**src/rtl/batcharger_pkg.sv**
```systemverilog
// Shared encodings for the gen2 Li-ion charge controller: FSM states, fault codes, analog mode selects.
package batcharger_pkg;

  typedef enum logic [2:0] {
    ST_IDLE  = 3'd0,
    ST_WAIT  = 3'd1,
    ST_TC    = 3'd2,
    ST_CC    = 3'd3,
    ST_CV    = 3'd4,
    ST_DONE  = 3'd5,
    ST_FAULT = 3'd6
  } state_e;

  typedef enum logic [1:0] {
    FLT_NONE    = 2'd0,
    FLT_TIMEOUT = 2'd1,
    FLT_OVERV   = 2'd2
  } fault_e;

  // Mode vector bit order is {cv, cc, tc}
  localparam logic [2:0] MODE_OFF = 3'b000;
  localparam logic [2:0] MODE_TC  = 3'b001;
  localparam logic [2:0] MODE_CC  = 3'b010;
  localparam logic [2:0] MODE_CV  = 3'b100;

  function automatic logic [2:0] mode_of(input state_e s);
    case (s)
      ST_TC:   mode_of = MODE_TC;
      ST_CC:   mode_of = MODE_CC;
      ST_CV:   mode_of = MODE_CV;
      default: mode_of = MODE_OFF;
    endcase
  endfunction

endpackage

```
**src/rtl/batcharger_timer.sv**
```systemverilog
// Charge timer: 2^TDIV-cycle prescaler feeding a saturating TW-bit tick counter, held when not running.
module batcharger_timer #(
  parameter int unsigned TDIV = 8,
  parameter int unsigned TW   = 8
) (
  input  logic          clk,
  input  logic          rstz,
  input  logic          run,
  input  logic          clear,
  input  logic [TW-1:0] tmax,
  output logic          expired
);

  logic [TDIV-1:0] r_pre;
  logic [TW-1:0]   r_timer;

  always_ff @(posedge clk or negedge rstz) begin
    if (!rstz) begin
      r_pre   <= '0;
      r_timer <= '0;
    end else if (clear) begin
      r_pre   <= '0;
      r_timer <= '0;
    end else if (run) begin
      r_pre <= r_pre + TDIV'(1);
      if ((&r_pre) && !(&r_timer)) begin
        r_timer <= r_timer + TW'(1);
      end
    end
  end

  assign expired = (r_timer == tmax);

endmodule

```
**src/rtl/batcharger_controller_gen2.sv**
```systemverilog
// Gen2 Li-ion charge controller: TC -> CC -> CV -> DONE sequencing with temperature pause,
// debounced end-of-charge, recharge hysteresis and sticky timeout/overvoltage fault.
module batcharger_controller_gen2
  import batcharger_pkg::*;
#(
  parameter int unsigned W     = 8,
  parameter int unsigned TDIV  = 8,
  parameter int unsigned TW    = 8,
  parameter int unsigned DEB   = 4,
  parameter int unsigned RECHG = 8
) (
  input  logic          clk,
  input  logic          rstz,
  input  logic          en,
  input  logic          vtok,
  input  logic [W-1:0]  vbat,
  input  logic [W-1:0]  ibat,
  input  logic [W-1:0]  tbat,
  input  logic [W-1:0]  vcutoff,
  input  logic [W-1:0]  vpreset,
  input  logic [W-1:0]  vmax,
  input  logic [W-1:0]  tempmin,
  input  logic [W-1:0]  tempmax,
  input  logic [TW-1:0] tmax,
  input  logic [W-1:0]  iend,
  output logic          cc,
  output logic          tc,
  output logic          cv,
  output logic          imonen,
  output logic          vmonen,
  output logic          tmonen,
  output logic [2:0]    state,
  output logic [1:0]    fault,
  output logic          done
);

  localparam int unsigned DW      = $clog2(DEB + 1);
  localparam logic [W-1:0] RECHG_W = W'(RECHG);

  state_e        r_state, r_resume;
  fault_e        r_fault;
  logic [DW-1:0] r_deb;

  state_e        w_nxt, w_nxt_resume;
  fault_e        w_nxt_fault;
  logic [DW-1:0] w_deb_nxt;
  logic [W-1:0]  w_rechg_thr;
  logic          w_in_win, w_ovp, w_expired, w_run, w_clear;

  assign w_in_win    = (tbat > tempmin) && (tbat < tempmax);
  assign w_ovp       = (vbat > vmax);
  assign w_deb_nxt   = (ibat < iend) ? r_deb + DW'(1) : '0;
  assign w_rechg_thr = (vpreset > RECHG_W) ? vpreset - RECHG_W : '0;
  assign w_run       = (r_state == ST_TC) || (r_state == ST_CC) || (r_state == ST_CV);
  // Clearing throughout DONE is equivalent to clearing on its exit, as nothing runs the timer there
  assign w_clear     = (r_state == ST_IDLE) || (r_state == ST_DONE);

  batcharger_timer #(
    .TDIV(TDIV),
    .TW  (TW)
  ) u_timer (
    .clk    (clk),
    .rstz   (rstz),
    .run    (w_run),
    .clear  (w_clear),
    .tmax   (tmax),
    .expired(w_expired)
  );

  always_comb begin
    w_nxt        = r_state;
    w_nxt_fault  = r_fault;
    w_nxt_resume = r_resume;
    if (!en || !vtok) begin
      w_nxt        = ST_IDLE;
      w_nxt_fault  = FLT_NONE;
      w_nxt_resume = ST_TC;
    end else begin
      case (r_state)
        ST_IDLE: w_nxt = ST_WAIT;
        ST_WAIT: begin
          if (w_ovp)         w_nxt = ST_DONE;
          else if (w_in_win) w_nxt = r_resume;
        end
        ST_TC, ST_CC, ST_CV: begin
          if (w_ovp) begin
            w_nxt       = ST_FAULT;
            w_nxt_fault = FLT_OVERV;
          end else if (w_expired) begin
            if (r_state == ST_CV) begin
              w_nxt = ST_DONE;
            end else begin
              w_nxt       = ST_FAULT;
              w_nxt_fault = FLT_TIMEOUT;
            end
          end else if (!w_in_win) begin
            w_nxt        = ST_WAIT;
            w_nxt_resume = r_state;
          end else begin
            case (r_state)
              ST_TC:   if (vbat > vcutoff)     w_nxt = ST_CC;
              ST_CC:   if (vbat > vpreset)     w_nxt = ST_CV;
              default: if (w_deb_nxt == DW'(DEB)) w_nxt = ST_DONE;
            endcase
          end
        end
        ST_DONE: begin
          if (vbat < vcutoff)          w_nxt = ST_TC;
          else if (vbat < w_rechg_thr) w_nxt = ST_CC;
        end
        ST_FAULT: w_nxt = ST_FAULT;
        default:  w_nxt = ST_IDLE;
      endcase
    end
  end

  always_ff @(posedge clk or negedge rstz) begin
    if (!rstz) begin
      r_state      <= ST_IDLE;
      r_resume     <= ST_TC;
      r_fault      <= FLT_NONE;
      r_deb        <= '0;
      {cv, cc, tc} <= MODE_OFF;
      done         <= 1'b0;
      imonen       <= 1'b0;
      vmonen       <= 1'b0;
      tmonen       <= 1'b0;
    end else begin
      r_state      <= w_nxt;
      r_resume     <= w_nxt_resume;
      r_fault      <= w_nxt_fault;
      r_deb        <= (r_state == ST_CV) ? w_deb_nxt : '0;
      {cv, cc, tc} <= mode_of(w_nxt);
      done         <= (w_nxt == ST_DONE);
      imonen       <= (w_nxt == ST_CC) || (w_nxt == ST_CV) || (w_nxt == ST_DONE);
      vmonen       <= (w_nxt != ST_IDLE);
      tmonen       <= (w_nxt != ST_IDLE);
    end
  end

  assign state = r_state;
  assign fault = r_fault;

endmodule

```
**config.mk**
```make
export PLATFORM = sky130hd
export DESIGN_NAME = batcharger_controller_gen2
export DESIGN_NICKNAME = d
export VERILOG_FILES = /design/src/rtl/batcharger_pkg.sv /design/src/rtl/batcharger_timer.sv /design/src/rtl/batcharger_controller_gen2.sv
export SDC_FILE = /design/constraint.sdc
export NUM_CORES = 1
export LEC_CHECK = 0
export CAP_MARGIN = 10
export CORE_MARGIN = 1
export CORE_UTILIZATION = 52
export CTS_CLUSTER_DIAMETER = 80
export CTS_CLUSTER_SIZE = 40
export DETAILED_ROUTE_END_ITERATION = 7
export PLACE_DENSITY = 0.95
export RECOVER_POWER = 100
export SETUP_SLACK_MARGIN = 0.02
export SYNTH_ARGS = -nofsm -noshare
export SYNTH_HDL_FRONTEND = slang
export SYNTH_SLANG_ARGS = --single-unit
```
**constraint.sdc**
```tcl
create_clock -name clk -period 5.7 [get_ports clk]
set_clock_uncertainty 0.1 [all_clocks]
set_input_delay 0.57 -clock clk [delete_from_list [all_inputs] [get_ports clk]]
set_output_delay 0.57 -clock clk [all_outputs]
set_load 0.01 [all_outputs]
```
* Yosys cells after proc, flatten, opt, wreduce, memory -nomap -nowiden
Cells that the tools add are included.
** Storage, ports and cells
- Bits in latches :: 0
- Output and inout bits :: 12
- Bits in read-only memories :: 0
- Bits in registers :: 33
- Memories :: 0
- Word-level logic and storage cells :: 95
- Bits in writable memories :: 0
** Operators by class
- $lt $le $gt $ge :: 9
- Add/subtract/negate cells :: 4
- Bitwise gates (word level) :: 0
- Equality and inequality tests :: 15
- Muxes and demuxes :: 32
- Reduce and logical (&&, ||, !) cells :: 23
- Multiply operators :: 0
- Divide/modulo/power cells :: 0
- Shift-type cells :: 0
** Operator list (number)
- $mux W3 :: 17
- $mux W8 :: 6
- $gt A8 B8 Y1 :: 4
- $lt A8 B8 Y1 :: 4
- $eq A3 B3 Y1 const B :: 6
- $add A8 B1 Y8 const B :: 2
- $reduce_and A8 Y1 :: 2
- $pmux W3 S5 :: 1
- $eq A3 B2 Y1 const B :: 4
- $mux W2 :: 6
- $pmux W3 S3 :: 1
- $eq A8 B8 Y1 :: 1
- $gt A8 B4 Y1 const B :: 1
- $sub A8 B4 Y8 const B :: 1
- $logic_or A1 B1 Y1 :: 6
- $pmux W3 S2 :: 1
- $reduce_and A3 Y1 :: 2
- $reduce_bool A2 Y1 :: 3
- $reduce_bool A3 Y1 :: 2
- $add A3 B1 Y3 const B :: 1
- $eq A3 B1 Y1 const B :: 1
- $logic_not A1 Y1 :: 3
- $logic_not A3 Y1 :: 1
- $ne A3 B2 Y1 const B :: 1
- 5 further kinds :: 6

* Depth between registers and ports, before layout
Gate-level depths: netlist of run 1.
- Word-level depth :: 13
- Depth in mapped cells :: 14
- Mapped depth without buffers :: 14

* Modules after synthesis
Synthesis of run 1 repeated with hierarchy kept, for this count alone.
** Unflattened totals
- Cells, all modules :: 387
- Area total of the unflattened synthesis :: 3260.6 µm²
** Modules (own cells, without submodules)
- batcharger_controller_gen2 :: instances 1, area an instance 2377.3 µm², sequential area each 426.7 µm², cells an instance 296
- batcharger_timer :: instances 1, area an instance 883.3 µm², sequential area each 400.4 µm², cells an instance 91

* Least setup slack after synthesis of run 1
No wires, ideal clock.
- Path type :: input to register
- Start :: in vpreset[3]
- End :: reg cc
- Cell stages on the path :: 12
- Arrival :: 2.977 ns
- Path slack :: 2.556 ns
- Library setup time :: 0.067 ns
- Buffers on the path :: 0
- Cell sequence :: inv_1 > o21ai_1 > nand2_1 > ha_1 > or4b_1 > a221o_1 > a221oi_2 > a21o_1 > a21oi_2 > o32a_4 > nor2_4 > and3b_1
** Between the ends
- Word-level cells in the longest chain between the ends :: 10
- Elaborated cells on any way between the ends :: 18
- Those cells by class :: add/sub: 1; order compare: 3; eq/ne: 3; mux: 11
** RTL lines
- start, declared :: line batcharger_controller_gen2.sv:20 : input logic [W-1:0] vpreset,
- branches (longest 6 deep; another with $sub A8 B4 Y8)
- $pmux W3 S5 * :: line batcharger_controller_gen2.sv:79 : case (r_state)
- $mux W3 * :: line batcharger_controller_gen2.sv:74 : if (!en || !vtok) begin
- net w_nxt[1] :: line batcharger_controller_gen2.sv:44 : state_e w_nxt, w_nxt_resume;
- $eq A3 B3 Y1 / $eq A3 B2 Y1 (equally long branches) :: line batcharger_pkg.sv:27 : case (s)
- $pmux W3 S3 * :: line batcharger_pkg.sv:27
- end signal, assigned :: line batcharger_controller_gen2.sv:133 : {cv, cc, tc} <= mode_of(w_nxt);
- end, declared :: line batcharger_controller_gen2.sv:26 : output logic cc,
Mark *: on every way through the listed nets, which the timed path passes.
A chain may end at the register's enable or synchronous reset.

* Worst setup path in the final report of run 1
- Start :: in vpreset[3]
- End :: reg imonen
** Between the ends
- Word-level cells in the longest chain between the ends :: 11
- Elaborated cells on any way between the ends :: 19
- Those cells by class :: add/sub: 1; order compare: 3; eq/ne: 3; mux: 10; reduce/logical: 2
** RTL lines
- branches (longest 6 deep; another with $sub A8 B4 Y8)
- $pmux W3 S5 * :: line batcharger_controller_gen2.sv:79
- $mux W3 * :: line batcharger_controller_gen2.sv:74
- $eq A3 B2 Y1 / $eq A3 B3 Y1 (equally long branches) :: line batcharger_controller_gen2.sv:135 : imonen <= (w_nxt == ST_CC) || (w_nxt == ST_CV) || (w_nxt == ST_DONE);
- $logic_or A1 B1 Y1 :: line batcharger_controller_gen2.sv:135
- $logic_or A1 B1 Y1 * :: line batcharger_controller_gen2.sv:135
- end signal, assigned :: line batcharger_controller_gen2.sv:135
- end, declared :: line batcharger_controller_gen2.sv:29 : output logic imonen,
Mark *: on every way between the ends.

==> results by group, run 1 <==
Cells and area
  • Reg area: 827 um^2
  • Area growth, synth to finish: 34.4%
  • Ant. Diodes: 0
  • Area of the multi-input gates: 2070 um^2
  • Share of post-route cells with drive strength above 1: 0.0387
  • Fill cell count: 458
  • Layout Nets: 605

CTS
  • Root Driver: clkbuf_8
  • Post-CTS sizing: 0
  • CTS tree: built
  • Clock Latency Late Sink: 0.28 ns
  • Total CTS buffers: 5
  • H-tree Lvls: 2
  • Setup bufs post-CTS: 0
  • Post-CTS Hold Buffers: 0
  • Clock Sinks: 33
  • CTS max path bufs: 2
  • Reg clk slew, reported paths: 0.06 ns

STA
  • Slew margin rel.: -0.113
  • Fmax: 233 MHz
  • Worst-Margin Slew: roughly 1.7 ns
  • Final Hold Vio Count: 0
  • Period utilization: 0.753
  • RSZ-0062 raised after global routing: false
  • Final Max Slew Viols: 34
  • Tmin final: 4.29 ns
  • Setup Viol. Count Final: 0
  • Setup TNS Final: 0 ns

Setup path
  • Crit-path slowest cell: nor4_1
  • R2r startpoint: state[1]$_DFF_PN0_
  • Max incr delay on CP: slightly below 0.7 ns
  • Data arrival, critical path: 4.40 ns
  • Critical path data required time: 5.80 ns
  • Crit-path cells: dlygate4sd3_1 -> inv_1 -> o21ai_0 -> nand2_1 -> ha_1 -> or4b_1 -> a221o_1 -> a221oi_1 -> nor4_1 -> nor4_1 -> o311ai_0 -> a21oi_1
  • Crit Path Class: in -> reg
  • Setup crit end kind: flip-flop
  • Startpoint Class: primary input
  • Largest delay share family, worst path: compound AO/OA/AOI/OAI gates
  • CP Launch Point: vpreset[3]
  • Buf/Inv on CP: 2
  • Highest net fanout along the worst path: 6
  • Worst path most repeated cell: nor4_1

Yosys
  • Syn Area/Cell: 8.61 um^2
  • Mapped Area: around 3200 um^2
  • Cell with the most instances after synthesis: ha_1
  • Top cell type by total area after synthesis: dfrtp_1
  • Gate count of the mapped netlist: 367
  • Syn nets: 508
  • Commonest cells post-synth: ha_1, inv_1, dfrtp_1, nor2_1, a21oi_1
  • Share of the synthesized area in the top cell type: 0.253
  • Top_reg_cell synth: dfrtp_1
  • Post-synthesis sequential area ratio: 0.262
  • Synth Warn #: 0
  • Distinct cells, synth: 62
  • Top cells by area, synth: dfrtp_1, ha_1, inv_1
  • Post-synth EDFFs: 0
  • Synth Register Bits: 33
  • Fraction of registers with async set or reset after synthesis: 1.00

Detailed routing
  • Post-route ant nets: 0
  • DRC: 0
  • Via count: just over 3000
  • Initial DRC count: between 200 and 250
  • Wirelength per Cell: ~14 um
  • DR vias/cell: around 5.8
  • Final wirelength: 7.72 mm
  • Detailed Routing Iterations Pass 1: 4

Floorplan
  • Initial Utilization: 0.537
  • Die X: 79.9 um
  • FP Rows: 28
  • Chip height: 79.9 um
  • DIE AREA: 6390 um^2
  • Num ports: 96
  • Core area: 5890 um^2

Status
  • Status: finished with violations
  • Violated checks: max-capacitance violations, max-slew violations

Worst hold path
  • Hold Crit Class: reg -> reg
  • Hold path startpoint: r_deb[0]$_DFF_PN0_

Placement
  • PortBufs: 95
  • Hpwl dp: approximately 6.5 mm
  • RePlAce Congestion: 0.927

Global routing
  • Grt total ovfl: 0
  • Initial antenna violation count: 0
  • Global-route wire length before repair: 12.8 mm
  • Gr usage total: 0.252
  • Pin count of the biggest net entering global routing: 34
  • Vias in the first global route: a little over 3000

Pwr
  • Tot Pwr: 629 uW
  • Worst IR Drop VDD: roughly 0.13 mV
  • P per Cell Area: 148 nW/um^2
  • LEAKAGE: 2.00 nW

Flow run
  • Total of max-cap violations: 1
[cell usage in the layout, fill, tap and decap left out, types with 3 or more instances in the layout]
cell,n
a21o_1,3
o21ai_1,3
clkbuf_8,7
nor2_1,33
nand3_1,11
a31oi_1,3
o21ai_0,6
a211oi_1,4
nor2b_1,8
nand4_1,17
a221oi_1,4
dfrtp_1,32
a21oi_1,21
mux2i_1,3
and3_1,4
xnor2_1,11
xor2_1,11
nand2_1,18
o211ai_1,6
dlygate4sd3_1,16
and4_1,3
clkdlybuf4s50_1,79
nor4_1,6
inv_1,49
nor3_1,8
nand2b_1,3
ha_1,57
[layer usage]
layer / GRT usage / routed length, um / vias up
li1: - / - / 1521
met1: 0.292 / 3170 / 1433
met2: 0.461 / 3910 / 129
met3: 0.0469 / 453 / 23
met4: 0.0875 / 183 / 0
met5: 0 / 0 / -
[where the power goes]
group / switching (mW) / total [mW] / leakage [nW] / internal (mW)
Clock: 0.0813 / 0.190 / 0.0542 / 0.109
Combinational: 0.0929 / 0.199 / 1.50 / 0.106
Sequential: 0.00321 / 0.240 / 0.455 / 0.237
[worst register-to-register path, delay by kind of cell, from the launching register on]
kind / cells / cell delay, ns
simple gates: 5 / 1.32
flops: 1 / 0.52
compound gates: 3 / 0.80
[through the flow]
step	util	area [um^2]	cells	hold WS (ns)	setup slack [ns]
6_report	0.721	4250	540	0.372	1.41
4_1_cts	0.729	4290	540	0.376	2.12
3_5_place_dp	0.711	4190	532	0.368	1.82
5_1_grt	0.721	4250	540	0.401	1.12
3_3_place_gp	0.711	4190	532	0.351	1.91
2_1_floorplan	-	3160	367	0.174	2.56
[registers in the layout (all words and copies together), names as in the netlist]
name and cells:
cc 1, cv 1, done 1, fault 2, imonen 1, r_deb 3, r_resume 3, state 3
tc 1, tmonen 1, u_timer.r_pre 8, u_timer.r_timer 8
[logic make-up after synthesis]
kind of cell / share of synthesized area
and+or+nand+nor: 0.206
xor gates and xnor gates: 0.0610
AOI/OAI and AO/OA: 0.161
muxes: 0.0131
adders and majority gates: 0.226
DFF: 0.262
buffers and inverters: 0.0713
[final timing paths]
| path | cells past startpoint | slack, ns | end |
|---|---|---|---|
| worst min-delay path | 1 | 0.37 | r_deb[0]$_DFF_PN0_ |
| worst max register to register | 8 | 2.88 | u_timer.r_timer[7]$_DFFE_PN0P_ |
| min in group asynchronous | 2 | 1.15 | u_timer.r_pre[7]$_DFFE_PN0P_ |
| max in group asynchronous | 2 | 3.39 | r_resume[0]$_DFFE_PN0P_ |
| worst max-delay path | 12 | 1.41 | imonen$_DFF_PN0_ |
| worst min register to register | 1 | 0.37 | r_deb[0]$_DFF_PN0_ |
[area by class of cell]
cell class	count	area share
Multi-Input combinational cell	276	0.488
Timing Repair Buffer	97	0.226
Clock inverter	1	0.00118
Clock buffer	7	0.0227
Inverter	51	0.0454
Tap cell	75	0.0221
Sequential cell	33	0.195
Note: power is estimated with default switching activity, not from simulation.
==> inputs of run 2 (changes only) <==
CORE_UTILIZATION = 48   (was 52)
PLACE_DENSITY = 0.9   (was 0.95)
clock period = 4.1 ns   (was 5.7 ns; I/O delays follow)
==> run 2 against run 1 <==
  * The flow still finishes with violations (max-capacitance violations, max-slew violations)
  * Critical path depth up 1
  * Clock power up 23%
  * Cell count up 0.37%
  * Worst hold slack worse by 0.0053 ns
  * Global-route usage down 2.9 points
  * Critical path type unchanged
  * Critical endpoint is now cc$_DFF_PN0_
  * Largest power group unchanged
  * Highest routed layer unchanged
==> results by group, run 2 (synthesized netlist as in run 1, its figures left out) <==
Setup path
  • R2R Setup Slk: 1.37 ns (was 2.88 ns)
  • Reg2reg end: u_timer.r_timer[7]$_DFFE_PN0P_ (unchanged)
  • Setup crit end kind: flip-flop (unchanged)
  • Critical path endpoint: cc$_DFF_PN0_ (was imonen$_DFF_PN0_)
  • Critical path data required time: 4.22 ns (was 5.80 ns)
  • Largest delay share family, worst path: compound AO/OA/AOI/OAI gates (unchanged)
  • Max incr delay on CP: 0.56 ns (was 0.68 ns)
  • Crit Path Class: in -> reg (unchanged)
  • Highest net fanout along the worst path: 5 (was 6)
  • Buf/Inv on CP: 2 (unchanged)
  • R2R depth: 8 (unchanged)
  • CP Launch Point: vpreset[3] (unchanged)
  • Crit-path cells: dlygate4sd3_1 -> inv_1 -> o21ai_1 -> nand2_1 -> ha_1 -> or4b_1 -> a221o_1 -> a221oi_1 -> a21o_1 -> a21oi_2 -> o32a_1 -> nor2_4 -> and3b_1 (was dlygate4sd3_1 -> inv_1 -> o21ai_0 -> nand2_1 -> ha_1 -> or4b_1 -> a221o_1 -> a221oi_1 -> nor4_1 -> nor4_1 -> o311ai_0 -> a21oi_1)
  • Crit-path slowest cell: dlygate4sd3_1 (was nor4_1)
  • Data arrival, critical path: 3.81 ns (was 4.40 ns)
  • Levels on crit path: 13 (was 12)
  • R2r startpoint: state[1]$_DFF_PN0_ (unchanged)
  • Startpoint Class: primary input (unchanged)

STA
  • Setup Viol. Count Final: 0 (unchanged)
  • Fmax: 271 MHz
  • Setup TNS Final: 0 ns (unchanged)
  • Period utilization: 0.900
  • Slew margin rel.: -0.132 (was -0.113)
  • Final Hold Vio Count: 0 (unchanged)
  • Final Max Slew Viols: 34 (unchanged)
  • RSZ-0062 raised after global routing: false (unchanged)
  • Worst-Margin Slew: 1.70 ns (was 1.67 ns)
  • Tmin final: 3.69 ns

Cells and area
  • Largest regs: u_timer.r_pre x8, u_timer.r_timer x8 (unchanged)
  • Share of post-route cells with drive strength above 1: 0.0366 (was 0.0387)
  • Ant. Diodes: 0 (unchanged)
  • Area growth, synth to finish: 34.3% (was 34.4%)
  • Final Non-Filler Cells: 542 (was 540)
  • Leading cell type in the layout, fill and taps excluded: clkdlybuf4s50_1 (unchanged)
  • Util after Layout: 0.668 (was 0.721)
  • Most frequent cells in the layout: clkdlybuf4s50_1, ha_1, inv_1 (unchanged)
  • Layout Nets: 605 (unchanged)
  • Fill cell count: 501 (was 458)

Floorplan
  • Initial Utilization: 0.498 (was 0.537)
  • Num ports: 96 (unchanged)
  • Chip height: 83.1 um (was 79.9 um)
  • Core area: 6350 um^2 (was 5890 um^2)
  • Die X: 83.1 um (was 79.9 um)
  • DIE AREA: 6910 um^2 (was 6390 um^2)
  • FP Rows: 29 (was 28)

CTS
  • H-tree Lvls: 2 (unchanged)
  • Post-CTS Hold Buffers: 0 (unchanged)
  • Clock Latency Late Sink: 0.29 ns (was 0.28 ns)
  • Setup bufs post-CTS: 0 (unchanged)
  • Post-CTS sizing: 0 (unchanged)
  • Clock Sinks: 33 (unchanged)
  • CTS tree: built (unchanged)
  • CTS max path bufs: 2 (unchanged)
  • Total CTS buffers: 5 (unchanged)
  • Reg clk slew, reported paths: 0.07 ns (was 0.06 ns)
  • Root Driver: clkbuf_8 (unchanged)

Placement
  • PortBufs: 95 (unchanged)
  • RePlAce Congestion: 0.938 (was 0.927)
  • Hpwl dp: 6.26 mm (was 6.53 mm)
  • Placed instance count: 534 (was 532)

Pwr
  • LEAKAGE: 2.00 nW (about the same)
  • Tot Pwr: 840 uW (was 629 uW)
  • Worst IR Drop VDD: 0.183 mV (was 0.133 mV)
  • P per Cell Area: 198 nW/um^2 (was 148 nW/um^2)

Detailed routing
  • Final wirelength: 7.37 mm (was 7.72 mm)
  • Via count: 3008 (was 3106)
  • Wirelength per Cell: 13.6 um (was 14.3 um)
  • Initial DRC count: 168 (was 221)
  • Detailed Routing Iterations Pass 1: 4 (unchanged)
  • Post-route ant nets: 0 (unchanged)
  • DR vias/cell: 5.55 (was 5.75)
  • DRC: 0 (unchanged)

Global routing
  • Grt total ovfl: 0 (unchanged)
  • Vias in the first global route: 2995 (was 3024)
  • Initial antenna violation count: 0 (unchanged)
  • Global-route wire length before repair: 12.7 mm (was 12.8 mm)
  • Pin count of the biggest net entering global routing: 34 (unchanged)
  • Gr usage total: 0.223 (was 0.252)

Status
  • Status: finished with violations (unchanged)
  • Violated checks: max-capacitance violations, max-slew violations (unchanged)

Flow run
  • Total of max-cap violations: 1 (unchanged)

Worst hold path
  • Hold Crit Class: reg -> reg (unchanged)
[run 2: through the flow]
stage | hold slack, ns | cell area [um^2] | setup slack, ns
6_report | 0.366 | 4240 | 0.411
2_1_floorplan | 0.0144 | 3160 | 1.12
3_3_place_gp | 0.354 | 4190 | 0.427
5_1_grt | 0.390 | 4240 | 0.185
3_5_place_dp | 0.353 | 4190 | 0.323
4_1_cts | 0.362 | 4270 | 0.602
[run 2: worst reg2reg max path: stages, from the launching register on]
cell       delay, ns
dfrtp_1         0.51
nor2_1          0.24
nand2_1         0.14
nand2_1         0.26
and3_1          0.26
o2111a_1        0.33
o2111ai_1       0.25
or3_1           0.40
a21oi_1         0.16
[run 2: layout make-up]
type	count	area (um^2)	area share
multi-input cells	276	2090	0.492
repair buffers	97	958	0.226
flip-flops and latches	33	827	0.195
inverters	51	193	0.0454
well taps	77	96.3	0.0227
clock buffers	6	72.6	0.0171
clock inverters	2	10.0	0.00236
[run 2: power breakdown]
| part | leakage (nW) | total (mW) | switching (mW) | internal (mW) |
|---|---|---|---|---|
| logic | 1.50 | 0.273 | 0.126 | 0.147 |
| clock network | 0.0450 | 0.233 | 0.116 | 0.117 |
| registers | 0.455 | 0.334 | 0.00449 | 0.329 |
| total | 2.00 | 0.840 | 0.247 | 0.594 |
[run 2: worst min-delay path by stage]
stage                  startpoint                 end  slack, ns  cells past startpoint
2_1_floorplan                rstz        cc$_DFF_PN0_       0.01                      0
3_3_place_gp   r_deb[0]$_DFF_PN0_  r_deb[0]$_DFF_PN0_       0.35                      1
4_1_cts        r_deb[0]$_DFF_PN0_  r_deb[0]$_DFF_PN0_       0.36                      1
6_report       r_deb[0]$_DFF_PN0_  r_deb[0]$_DFF_PN0_       0.37                      1
3_5_place_dp   r_deb[0]$_DFF_PN0_  r_deb[0]$_DFF_PN0_       0.35                      1
5_1_grt        r_deb[0]$_DFF_PN0_  r_deb[0]$_DFF_PN0_       0.39                      1
[run 2: metal layers]
| metal | GRT usage | vias to the layer above | share of wire |
|---|---|---|---|
| li1 | - | 1517 | - |
| met1 | 0.260 | 1367 | 0.43 |
| met2 | 0.395 | 103 | 0.49 |
| met3 | 0.0537 | 21 | 0.057 |
| met4 | 0.0831 | 0 | 0.021 |
| met5 | 0 | - | 0 |
==> inputs of run 3 (changes only) <==
REMOVE_ABC_BUFFERS = 1   (was not set)
==> run 3 against run 2 <==
  * Sequential power barely moved
  * Via count up 3.0%
  * Flip-flop and latch count unchanged
  * Global-route usage rose by 2.4 points
  * Worst hold slack gained 0.0066 ns
  * Cell count did not move
  * Die area stayed put
  * Cell area rose by 0.91%
  * Critical path depth stayed put
  * The flow now finishes without violations
  * Non-clock buffer count did not move
==> results by group, run 3 (synthesized netlist as in run 1, its figures left out) <==
CTS
  • CTS tree: built (unchanged)
  • CTS max path bufs: 2 (unchanged)
  • Post-CTS sizing: 0 (unchanged)
  • Reg clk slew, reported paths: 0.07 ns (about the same)
  • Clock Sinks: 33 (unchanged)
  • Post-CTS Hold Buffers: 0 (unchanged)
  • Setup bufs post-CTS: 0 (unchanged)
  • Total CTS buffers: 5 (unchanged)
  • Root Driver: clkbuf_8 (unchanged)
  • Clock Latency Late Sink: 0.29 ns (about the same)
  • H-tree Lvls: 2 (unchanged)

Global routing
  • Gr usage total: 0.247 (was 0.223)
  • Global-route wire length before repair: 14.1 mm (was 12.7 mm)
  • Grt total ovfl: 0 (unchanged)
  • Initial antenna violation count: 0 (unchanged)
  • Vias in the first global route: 3175 (was 2995)
  • Pin count of the biggest net entering global routing: 26 (was 34)

Status
  • Status: complete, no violations (was finished with violations)

STA
  • Setup Viol. Count Final: 0 (unchanged)
  • Fmax: 269 MHz (was 271 MHz)
  • WHS: 0.373 ns (was 0.366 ns)
  • Setup ws final: 0.378 ns (was 0.411 ns)
  • Worst-Margin Slew: 1.10 ns (was 1.70 ns)
  • Final Max Slew Viols: 0 (was 34)
  • RSZ-0062 raised after global routing: false (unchanged)
  • Setup TNS Final: 0 ns (unchanged)
  • Period utilization: 0.908 (was 0.900)
  • Tmin final: 3.72 ns (was 3.69 ns)
  • Slew margin rel.: 0.265 (was -0.132)
  • Final Hold Vio Count: 0 (unchanged)

Placement
  • Placed Area: 4190 um^2 (unchanged)
  • Pre-CTS setup slack: 0.351 ns (was 0.323 ns)
  • Hpwl dp: 6.71 mm (was 6.26 mm)
  • PortBufs: 95 (unchanged)
  • Placed instance count: 534 (unchanged)
  • RePlAce Congestion: 0.921 (was 0.938)

Detailed routing
  • Via count: 3097 (was 3008)
  • Detailed Routing Iterations Pass 1: 4 (unchanged)
  • Initial DRC count: 211 (was 168)
  • Final wirelength: 8.03 mm (was 7.37 mm)
  • DR vias/cell: 5.71 (was 5.55)
  • Post-route ant nets: 0 (unchanged)
  • DRC: 0 (unchanged)
  • Wirelength per Cell: 14.8 um (was 13.6 um)

Floorplan
  • Initial Utilization: 0.498 (unchanged)
  • Chip height: 83.1 um (unchanged)
  • DIE AREA: 6910 um^2 (unchanged)
  • Die X: 83.1 um (unchanged)
  • Num ports: 96 (unchanged)
  • Core area: 6350 um^2 (unchanged)
  • FP Rows: 29 (unchanged)

Cells and area
  • Util after Layout: 0.674 (was 0.668)
  • Ant. Diodes: 0 (unchanged)
  • Layout Nets: 605 (unchanged)
  • Fill cell count: 497 (was 501)
  • Largest regs: u_timer.r_pre x8, u_timer.r_timer x8 (unchanged)
  • Final Non-Filler Cells: 542 (unchanged)
  • Share of post-route cells with drive strength above 1: 0.0409 (was 0.0366)
  • Most frequent cells in the layout: clkdlybuf4s50_1, ha_1, inv_1 (unchanged)
  • Leading cell type in the layout, fill and taps excluded: clkdlybuf4s50_1 (unchanged)
  • Fin area: 4280 um^2 (was 4240 um^2)
  • Area growth, synth to finish: 35.5% (was 34.3%)

Worst hold path
  • Hold Crit Class: reg -> reg (unchanged)

Setup path
  • Data arrival, critical path: 3.85 ns (was 3.81 ns)
  • Critical path data required time: 4.22 ns (about the same)
  • Highest net fanout along the worst path: 5 (unchanged)
  • Setup crit end kind: flip-flop (unchanged)
  • Startpoint Class: primary input (unchanged)
  • Crit Path Class: in -> reg (unchanged)
  • R2R Setup Slk: 1.39 ns (was 1.37 ns)

Flow run
  • Total of max-cap violations: 0 (was 1)

Pwr
  • P per Cell Area: 216 nW/um^2 (was 198 nW/um^2)
  • LEAKAGE: 2.02 nW (was 2.00 nW)
  • Tot Pwr: 923 uW (was 840 uW)
  • Worst IR Drop VDD: 0.235 mV (was 0.183 mV)
## run 3: cell count changes in the layout (fill, tap and decap cells not counted), sizes merged
| cell | before | now |
|---|---|---|
| clkbuf | 8 | 6 |
| bufinv | 0 | 1 |
| dlygate4sd3 | 16 | 15 |
| buf | 0 | 1 |
| clkinv | 3 | 2 |
| clkinvlp | 0 | 1 |
| clkdlybuf4s50 | 79 | 80 |
## run 3: final cells by class
type	count	area, um^2	share of cell area
well taps	77	96.3	0.0225
repair buffers	97	962	0.225
clock inverters	3	46.3	0.0108
clock buffers	5	68.8	0.0161
inverters	51	193	0.0450
multi-input cells	276	2090	0.488
flip-flops and latches	33	827	0.193
## run 3: metal layers
metal / wire, um / GRT usage
met5: 0 / 0
met4: 170 / 0.0815
met3: 375 / 0.0398
met1: 3240 / 0.284
met2: 4250 / 0.461
## run 3: critical path: stages
cell and delay [ns]:
clkdlybuf4s50_1 0.50, inv_1 0.10, o21ai_0 0.47, nand2_1 0.12, ha_1 0.21, or4b_1 0.51, a221o_1 0.30, a221oi_2 0.29
a21o_1 0.11, a21oi_1 0.07, o32a_1 0.44, nor2_4 0.14, and3_1 0.18
## run 3: path summary, 6_finish.rpt
path	startpoint	endpoint	cells after the start
worst min-delay path	r_deb[0]$_DFF_PN0_	r_deb[0]$_DFF_PN0_	1
worst min register to register	r_deb[0]$_DFF_PN0_	r_deb[0]$_DFF_PN0_	1
max in group asynchronous	rstz	u_timer.r_pre[0]$_DFFE_PN0P_	2
worst max-delay path	vpreset[3]	tc$_DFF_PN0_	13
min in group asynchronous	rstz	u_timer.r_pre[4]$_DFFE_PN0P_	1
worst max register to register	state[1]$_DFF_PN0_	u_timer.r_timer[5]$_DFFE_PN0P_	8
## run 3: power by group
part | internal, mW | leakage (nW) | total, mW | switching (mW)
Combinational | 0.150 | 1.51 | 0.281 | 0.131
Sequential | 0.329 | 0.455 | 0.333 | 0.00430
Clock | 0.182 | 0.0543 | 0.308 | 0.127
Total | 0.661 | 2.02 | 0.923 | 0.262
